==> src/rtl/instr_encoder.sv <==
// instr_encoder: two-stage RV32I field bundle -> packed word encoder.
// Ports: clk/resetn/clear; in_* fields (valid/ready); out_* word, addr, err (valid/ready); err_sticky; word_count.
module instr_encoder #(
  parameter int ADDR_W = 10,
  parameter logic [ADDR_W-1:0] BASE_ADDR = '0
) (
  input  logic              clk,
  input  logic              resetn,
  input  logic              clear,
  input  logic              in_valid,
  output logic              in_ready,
  input  logic [3:0]        in_op,
  input  logic [4:0]        in_rd,
  input  logic [4:0]        in_rs1,
  input  logic [4:0]        in_rs2,
  input  logic [2:0]        in_funct3,
  input  logic [6:0]        in_funct7,
  input  logic [31:0]       in_imm,
  output logic              out_valid,
  input  logic              out_ready,
  output logic [31:0]       out_instr,
  output logic [ADDR_W-1:0] out_addr,
  output logic              out_err,
  output logic              err_sticky,
  output logic [ADDR_W:0]   word_count
);

  localparam logic [3:0] OP_ALU   = 4'd0;
  localparam logic [3:0] OP_ALUI  = 4'd1;
  localparam logic [3:0] OP_LOAD  = 4'd2;
  localparam logic [3:0] OP_STORE = 4'd3;
  localparam logic [3:0] OP_LUI   = 4'd4;
  localparam logic [3:0] OP_AUIPC = 4'd5;
  localparam logic [3:0] OP_JAL   = 4'd6;
  localparam logic [3:0] OP_JALR  = 4'd7;
  localparam logic [3:0] OP_SYS   = 4'd8;
  localparam logic [3:0] OP_BR    = 4'd9;

  typedef struct packed {
    logic [3:0]  op;
    logic [4:0]  rd;
    logic [4:0]  rs1;
    logic [4:0]  rs2;
    logic [2:0]  f3;
    logic [6:0]  f7;
    logic [31:0] imm;
  } fld_t;

  fld_t              s1_q, s1_d;
  logic              s1_full_q, s1_full_d;
  logic              val_q, val_d;
  logic [31:0]       ins_q, ins_d;
  logic              err_q, err_d;
  logic [ADDR_W-1:0] addr_q, addr_d;
  logic [ADDR_W:0]   cnt_q, cnt_d;
  logic              stk_q, stk_d;

  logic              handoff, s1_move, accept;
  logic [31:0]       enc;
  logic              enc_err;
  logic [31:0]       imm;
  logic signed [31:0] imm_s;
  logic              i_bad;

  assign handoff  = val_q && out_ready;
  assign s1_move  = s1_full_q && (!val_q || out_ready);
  assign in_ready = resetn && (!s1_full_q || s1_move);
  assign accept   = in_valid && in_ready && !clear;

  assign imm   = s1_q.imm;
  assign imm_s = s1_q.imm;
  assign i_bad = (imm_s < -32'sd2048) || (imm_s > 32'sd2047);

  always_comb begin
    enc     = '0;
    enc_err = 1'b0;
    case (s1_q.op)
      OP_ALU: enc = {s1_q.f7, s1_q.rs2, s1_q.rs1,
                     s1_q.f3, s1_q.rd, 7'b0110011};
      OP_ALUI: begin
        // Shift-immediates carry funct7 above a 5-bit shamt.
        if (s1_q.f3 == 3'b001 || s1_q.f3 == 3'b101) begin
          enc = {s1_q.f7, imm[4:0], s1_q.rs1,
                 s1_q.f3, s1_q.rd, 7'b0010011};
          enc_err = imm > 32'd31;
        end else begin
          enc = {imm[11:0], s1_q.rs1,
                 s1_q.f3, s1_q.rd, 7'b0010011};
          enc_err = i_bad;
        end
      end
      OP_LOAD: begin
        enc = {imm[11:0], s1_q.rs1,
               s1_q.f3, s1_q.rd, 7'b0000011};
        enc_err = i_bad;
      end
      OP_JALR: begin
        enc = {imm[11:0], s1_q.rs1,
               s1_q.f3, s1_q.rd, 7'b1100111};
        enc_err = i_bad;
      end
      OP_SYS: begin
        enc = {imm[11:0], s1_q.rs1,
               s1_q.f3, s1_q.rd, 7'b1110011};
        enc_err = i_bad;
      end
      OP_STORE: begin
        enc = {imm[11:5], s1_q.rs2, s1_q.rs1,
               s1_q.f3, imm[4:0], 7'b0100011};
        enc_err = i_bad;
      end
      OP_LUI: begin
        enc = {imm[31:12], s1_q.rd, 7'b0110111};
        enc_err = |imm[11:0];
      end
      OP_AUIPC: begin
        enc = {imm[31:12], s1_q.rd, 7'b0010111};
        enc_err = |imm[11:0];
      end
      OP_JAL: begin
        enc = {imm[20], imm[10:1], imm[11],
               imm[19:12], s1_q.rd, 7'b1101111};
        enc_err = (imm_s < -32'sd1048576) ||
                  (imm_s > 32'sd1048574) || imm[0];
      end
      OP_BR: begin
        enc = {imm[12], imm[10:5], s1_q.rs2, s1_q.rs1,
               s1_q.f3, imm[4:1], imm[11], 7'b1100011};
        enc_err = (imm_s < -32'sd4096) ||
                  (imm_s > 32'sd4094) || imm[0];
      end
      default: enc_err = 1'b1;
    endcase
  end

  always_comb begin
    s1_d      = s1_q;
    s1_full_d = s1_full_q;
    val_d     = val_q;
    ins_d     = ins_q;
    err_d     = err_q;
    addr_d    = addr_q;
    cnt_d     = cnt_q;
    stk_d     = stk_q;
    if (clear) begin
      s1_full_d = 1'b0;
      val_d     = 1'b0;
      ins_d     = '0;
      err_d     = 1'b0;
      addr_d    = BASE_ADDR;
      cnt_d     = '0;
      stk_d     = 1'b0;
    end else begin
      if (handoff) begin
        val_d  = 1'b0;
        // Address wraps to zero, not to BASE_ADDR.
        addr_d = addr_q + ADDR_W'(1);
        if (cnt_q != '1) cnt_d = cnt_q + (ADDR_W+1)'(1);
        if (err_q) stk_d = 1'b1;
      end
      if (s1_move) begin
        val_d     = 1'b1;
        ins_d     = enc;
        err_d     = enc_err;
        s1_full_d = 1'b0;
      end
      if (accept) begin
        s1_d      = '{op: in_op, rd: in_rd, rs1: in_rs1,
                      rs2: in_rs2, f3: in_funct3,
                      f7: in_funct7, imm: in_imm};
        s1_full_d = 1'b1;
      end
    end
  end

  always_ff @(posedge clk or negedge resetn) begin
    if (!resetn) begin
      s1_q      <= '0;
      s1_full_q <= 1'b0;
      val_q     <= 1'b0;
      ins_q     <= '0;
      err_q     <= 1'b0;
      addr_q    <= BASE_ADDR;
      cnt_q     <= '0;
      stk_q     <= 1'b0;
    end else begin
      s1_q      <= s1_d;
      s1_full_q <= s1_full_d;
      val_q     <= val_d;
      ins_q     <= ins_d;
      err_q     <= err_d;
      addr_q    <= addr_d;
      cnt_q     <= cnt_d;
      stk_q     <= stk_d;
    end
  end

  assign out_valid  = val_q;
  assign out_instr  = ins_q;
  assign out_err    = err_q;
  assign out_addr   = addr_q;
  assign err_sticky = stk_q;
  assign word_count = cnt_q;

endmodule

==> config.mk <==
export PLATFORM = sky130hd
export DESIGN_NAME = instr_encoder
export DESIGN_NICKNAME = d
export VERILOG_FILES = /design/src/rtl/instr_encoder.sv
export SDC_FILE = /design/constraint.sdc
export NUM_CORES = 1
export LEC_CHECK = 0
export BUFFER_PORTS_ARGS = -buffer_cell sky130_fd_sc_hd__buf_2
export CORE_MARGIN = 5
export CORE_UTILIZATION = 30
export DETAILED_ROUTE_END_ITERATION = 8
export HOLD_SLACK_MARGIN = 0.08
export PLACE_DENSITY_LB_ADDON = 0.1
export REMOVE_ABC_BUFFERS = 1
export SLEW_MARGIN = 0
export SYNTH_ARGS = -nofsm -noshare
export SYNTH_HDL_FRONTEND = slang
export SYNTH_SLANG_ARGS = --single-unit
==> constraint.sdc <==
create_clock -name clk -period 2.2 [get_ports clk]
set_input_delay 0.66 -clock clk [delete_from_list [all_inputs] [get_ports clk]]
set_output_delay 0.66 -clock clk [all_outputs]
set_load 0.005 [all_outputs]
# After elaboration in Yosys (flattened, before gate mapping)
# Index checks and enable logic that the tools add are counted.
dict set report word_totals {
  input_bits 66
  mem_bits_ro 0
  out_inout_bits 57
  ram_bits 0
  reg_bits 118
  latch_bits 0
  elab_cells 87
  n_memories 0
}
dict set report classes {
  n_addsub 2
  n_lt_le_gt_ge 7
  div 0
  mux 22
  n_shift 0
  reduce_logical 29
  n_mul 0
  bitwise_logic 1
  n_eq_ne 12
}
# cell count
set op_table {}
lappend op_table {{case mux 32 bit (10 select lines)} 1}
lappend op_table {{two-way mux 32 bit} 3}
lappend op_table {{two-way mux 11 bit} 3}
lappend op_table {{greater-than comparator 32 x 12 -> 1 bit (second input constant)} 1}
lappend op_table {{greater-than comparator 32 x 13 -> 1 bit (second input constant)} 1}
lappend op_table {{greater-than comparator 32 x 21 -> 1 bit (second input constant)} 1}
lappend op_table {{greater-than comparator 32 x 5 -> 1 bit (second input constant)} 1}
lappend op_table {{< comparator 32 x 12 -> 1 bit (second input constant)} 1}
lappend op_table {{< comparator 32 x 13 -> 1 bit (second input constant)} 1}
lappend op_table {{< comparator 32 x 21 -> 1 bit (second input constant)} 1}
lappend op_table {{two-way mux 10 bit} 2}
lappend op_table {{equality test 4 x 3 -> 1 bit (second input constant)} 4}
lappend op_table {{two-way mux 1 bit} 12}
lappend op_table {{OR reduction 12 bit} 1}
lappend op_table {{adder 11 x 1 -> 11 bit (second input constant)} 1}
lappend op_table {{inequality test 11 bit (second input constant)} 1}
lappend op_table {{adder 10 x 1 -> 10 bit (second input constant)} 1}
lappend op_table {{equality test 4 x 2 -> 1 bit (second input constant)} 2}
lappend op_table {{equality test 4 bit (second input constant)} 2}
lappend op_table {{logical OR 1 bit} 8}
lappend op_table {{nonzero test 2 bit} 4}
lappend op_table {{case mux 1 bit (6 select lines)} 1}
lappend op_table {{AND reduction 2 bit} 3}
lappend op_table {{nonzero test 3 bit} 2}
lappend op_table {{other kinds (9)} 15}

# Longest topological paths before layout
dict set report logic_depth {
  depth_word 9
  mapped_depth 8
  ltp_nobuf 7
}

# Worst setup path before layout
# Ideal clock, no wire load.
dict set report synth_timing {
  kind {input to register}
  start {input out_ready}
  end {register s1_q, in the netlist imm[15]}
  t_arrival_ps 1768
  required_ps 2072
  path_slack_ps 304
  path_buffers 2
  path_stages 7
  setup_ps 128
  cell_sequence {nor2b_1 nand2_1 nand2_1 nor3b_1 buf_2 buf_4 mux2_1}
}
dict set report synth_between {
  elab_chain_len 7
}
# item line
set synth_lines {}
lappend synth_lines {{from (decl)} 20} ;# input logic out_ready,
lappend synth_lines {{logical OR 1 bit} 66} ;# assign s1_move = s1_full_q && (!val_q || out_ready);
lappend synth_lines {{logical AND 1 bit} 66}
lappend synth_lines {{logical OR 1 bit} 67} ;# assign in_ready = resetn && (!s1_full_q || s1_move);
lappend synth_lines {{logical AND 1 bit} 67}
lappend synth_lines {{logical AND 1 bit (2 in a row)} 68} ;# assign accept = in_valid && in_ready && !clear;
lappend synth_lines {{AND reduction 2 bit (no source line)} -}
lappend synth_lines {{to (signal assigned)} 178} ;# s1_q <= '0;
lappend synth_lines {{to (signal assigned)} 187} ;# s1_q <= s1_d;
lappend synth_lines {{to (decl)} 49} ;# fld_t s1_q, s1_d;
# No other way between the ends.
# A chain may end at the register's enable or synchronous reset.

# Final worst setup path
dict set report layout_timing {
  start {register val_q (netlist: out_valid)}
  end {output in_ready}
}
dict set report layout_between {
  elab_chain_len 5
}
# item line
set layout_lines {}
lappend layout_lines {{from (decl)} 51} ;# logic val_q, val_d;
lappend layout_lines {{from (signal assigned)} 189} ;# val_q <= val_d;
lappend layout_lines {{zero test 1 bit} 66}
lappend layout_lines {{logical OR 1 bit} 66}
lappend layout_lines {{logical AND 1 bit} 66}
lappend layout_lines {{logical OR 1 bit} 67}
lappend layout_lines {{logical AND 1 bit} 67}
lappend layout_lines {{to (decl)} 11} ;# output logic in_ready,
# No other way between the ends.

==> impl_results.md <==
* Sw frac at 0.274
* Fraction of registers with async set/reset at 1.00
* Min-delay worst type: input pin to asynchronous set/reset pin
* Cell accounting for the most synthesized area: dfrtp_1
* Internal power at 4.86 mW
* Sequential Area at 2930 µm²
* Buffers on Ports at 122
* Crit Reg-Reg Endpoint: out_instr[20]
* Most frequent cell after synthesis: dfrtp_1
* Die height at 147 µm
* Commonest cells post-synth: dfrtp_1 (117), mux2_1 (58), nand2_1 (43), nor2_1 (40), a21oi_1 (30)
* First-pass GRT wire length at 26.6 mm
* CTS Buf Count at 17
* Worst r2r src: s1_q[60]
* Cell variety after synth at 48
* Worst IR drop on VDD at 0.531 mV
* WP data required at 1.54 ns
* Global Route Usage Sum at 0.155
* Max stage delay cell, worst path: dfrtp_1
* Num Clock Sinks at 117
* Drt pass-1 iters at 4
* Top Ports at 123
* DRC Markers at 0
* FMAX at 0.506 GHz
* Antenna violations before repair at 0
* Maxcap violations at 0
* Final WL at 16.3 mm
* YS warnings at 0
* CP startpoint kind: flop
* Initial Util at 0.303
* Die Width at 147 µm
* Synth-to-Final Area Change at 29.7%
* Logic depth of the worst path, buffers included at 5
* Power Density at 915 nW/µm²
* Max Buffers Root-to-Sink at 2
* Crit-path cells: nor2b_1 > nand2_1 > nand2_1 > inv_1 > buf_2
* Worst Tran Pin Value at 0.645 ns
* WP data arrival at 1.32 ns
* Die ar. at 21600 µm²
* Most common cell on crit path: nand2_1
* DR vias at 4570
* Leakage at 3.36 nW
* Fillers at 1819
* Worst-path clk slew at 0.05 ns
* Yosys top cell area share at 0.520
* Share of layout cells above drive strength 1 at 0.282
* CTS Hold Buffers Added at 0
* Placeable Area at 18600 µm²
* CTS HTree Levels at 4
* Final worst path period need at 1.98 ns
* Area contributors post-synth: dfrtp_1 (52%), mux2_1 (12%), nand2_1 (2.9%)
* Worst-path maximum fanout at 5
* Gpl congestion at 0.810
* Cells after DPL at 880
* Mapped Cells at 524
* Final period util at 0.898
* EDFF count, synth at 0
* Post-synthesis sequential area ratio at 0.520
* Row count at 50
* Psw at 1.83 mW
* Worst reg2reg path depth at 6
* Fin. Hold Viols at 0
* Post-DP HPWL at 11.7 mm
* 1st-iter DRT viols at 307
* Area of the multi-input gates at 2530 µm²
* Root Buffer Master: clkbuf_16
* Non-filler cells, final at 911
* Seq pwr share at 0.397
* Post-layout nets at 733
* CP delay by family, top: flip-flops
* Clk network pwr share at 0.428
* Register bit count reported by yosys at 117
* WL/cell at 17.8 µm
* CP endpoint kind: primary output
* Outcome: complete, no violations
* Combinational share of power at 0.175
* Clock Skews at 0.00983 ns
* R2R setup slack at 0.25 ns
* Antenna-violating nets left at 0
* Number of global-route vias before repair at 4780
* Vias per inst at 5.02
* Total grt overflow at 0
* Mean area per synthesized cell at 10.8 µm²
* Overall Power at 6.69 mW
* Post-CTS Setup Repair Bufs at 0
* Slew margin rel. at 0.570
* Fin. max-slew vios at 0
* RSZ-0062 raised after global routing: false
* Pin count of the biggest net entering global routing at 118
* Crit path kind: flop to primary output
* Clk_lat worst skew at 0.41 ns
* CP max stage delay at 0.38 ns
* Ys flop type: dfrtp_1
* Syn Std Cell Area at 5640 µm²
* Crit path buffers/inverters at 2
* Diode count at 0
* CTS tree: yes
* Post-CTS sizing at 0
* Final setup vio count at 0
-- layout by cell type, fill, tap and decap left out, drive strengths merged, types with 5 or more instances in the layout --
cell type  netlist  layout
a22oi           15      15
and2             6       6
nand3           14      14
a222oi           7       7
buf             23     155
nand2           43      43
a22o            12      12
nor2b           14      14
nand2b          10      10
dfrtp          117     117
mux2            58      58
nor2            40      40
o22ai           11      11
o21ai           28      28
nand4           10      10
a221oi           5       5
clkbuf          10      21
xor2            12      12
a21oi           30      30
nor4             8       8
a31oi            5       5
-- state kept, by name, indices dropped and copies added (netlist names) --
name and flops:
out_valid 1, imm 32, out_addr 10, s1_q 29, word_count 11, err_sticky 1
s1_full_q 1, out_err 1, out_instr 31
-- metrics by stage --
stage,utilization,worst slack (ns),setup TNS (ns),area (µm²),hold WS [ns]
5_1_grt,0.393,0.0694,0,7310,0.423
3_3_place_gp,0.361,0.146,0,6700,0.466
6_report,0.393,0.224,0,7310,0.362
4_1_cts,0.393,0.183,0,7310,0.405
2_1_floorplan,-,-3.98,-249.51,5470,0.364
3_5_place_dp,0.361,0.137,0,6700,0.474
-- per-layer routing --
layer  share of wire  vias to the layer above  routed length [µm]  track usage
li1                -                     2200                   -            -
met1            0.49                     2258                7890        0.216
met2            0.47                      102                7560        0.237
met3           0.042                       10                 676       0.0416
met4          0.0079                        0                 128       0.0457
met5               0                        -                   0            0
-- final cells by class --
class / count / area share
repair buffers: 155 / 0.128
well taps: 234 / 0.0401
inverters: 4 / 0.00205
flip-flops and latches: 117 / 0.401
clock inverters: 10 / 0.0212
clock buffers: 21 / 0.0616
multi-input cells: 370 / 0.346
-- worst register-to-register path, delay by kind of cell (launching register included) --
family	cells	cell delay (ns)
AOI/OAI and AO/OA	3	0.77
DFF	1	0.54
and+or+nand+nor	3	0.52
-- power by group through the flow --
| stage | Clock, mW | Combinational, mW | Sequential, mW |
|---|---|---|---|
| final | 2.86 | 1.17 | 2.66 |
| after global routing | 3.03 | 1.32 | 2.70 |
| after global placement | 0 | 1.16 | 2.69 |
| after detailed placement | 0 | 1.18 | 2.69 |
| after floorplan | 0 | 0.660 | 2.66 |
| after CTS | 2.94 | 1.19 | 2.66 |
-- kinds of logic (layout without fill, tap and decap cells) --
family	count (synthesis)	in the layout	synth area share
adders and majority gates	2	2	0.00444
AOI/OAI and AO/OA	126	126	0.150
muxes	59	59	0.118
buffers and inverters	37	190	0.0326
and+or+nand+nor	167	167	0.151
xor gates and xnor gates	16	16	0.0249
DFF	117	117	0.520
-- how the worst max path moves through the flow --
stage / from / endpoint / slack, ns
6_report: out_valid / in_ready / 0.22
5_1_grt: out_valid / in_ready / 0.07
4_1_cts: out_valid / in_ready / 0.18
3_5_place_dp: out_ready / s1_q[55] / 0.14
3_3_place_gp: out_ready / imm[27] / 0.15
2_1_floorplan: out_ready / imm[0] / -3.98
(Power assumes the default switching activity.)
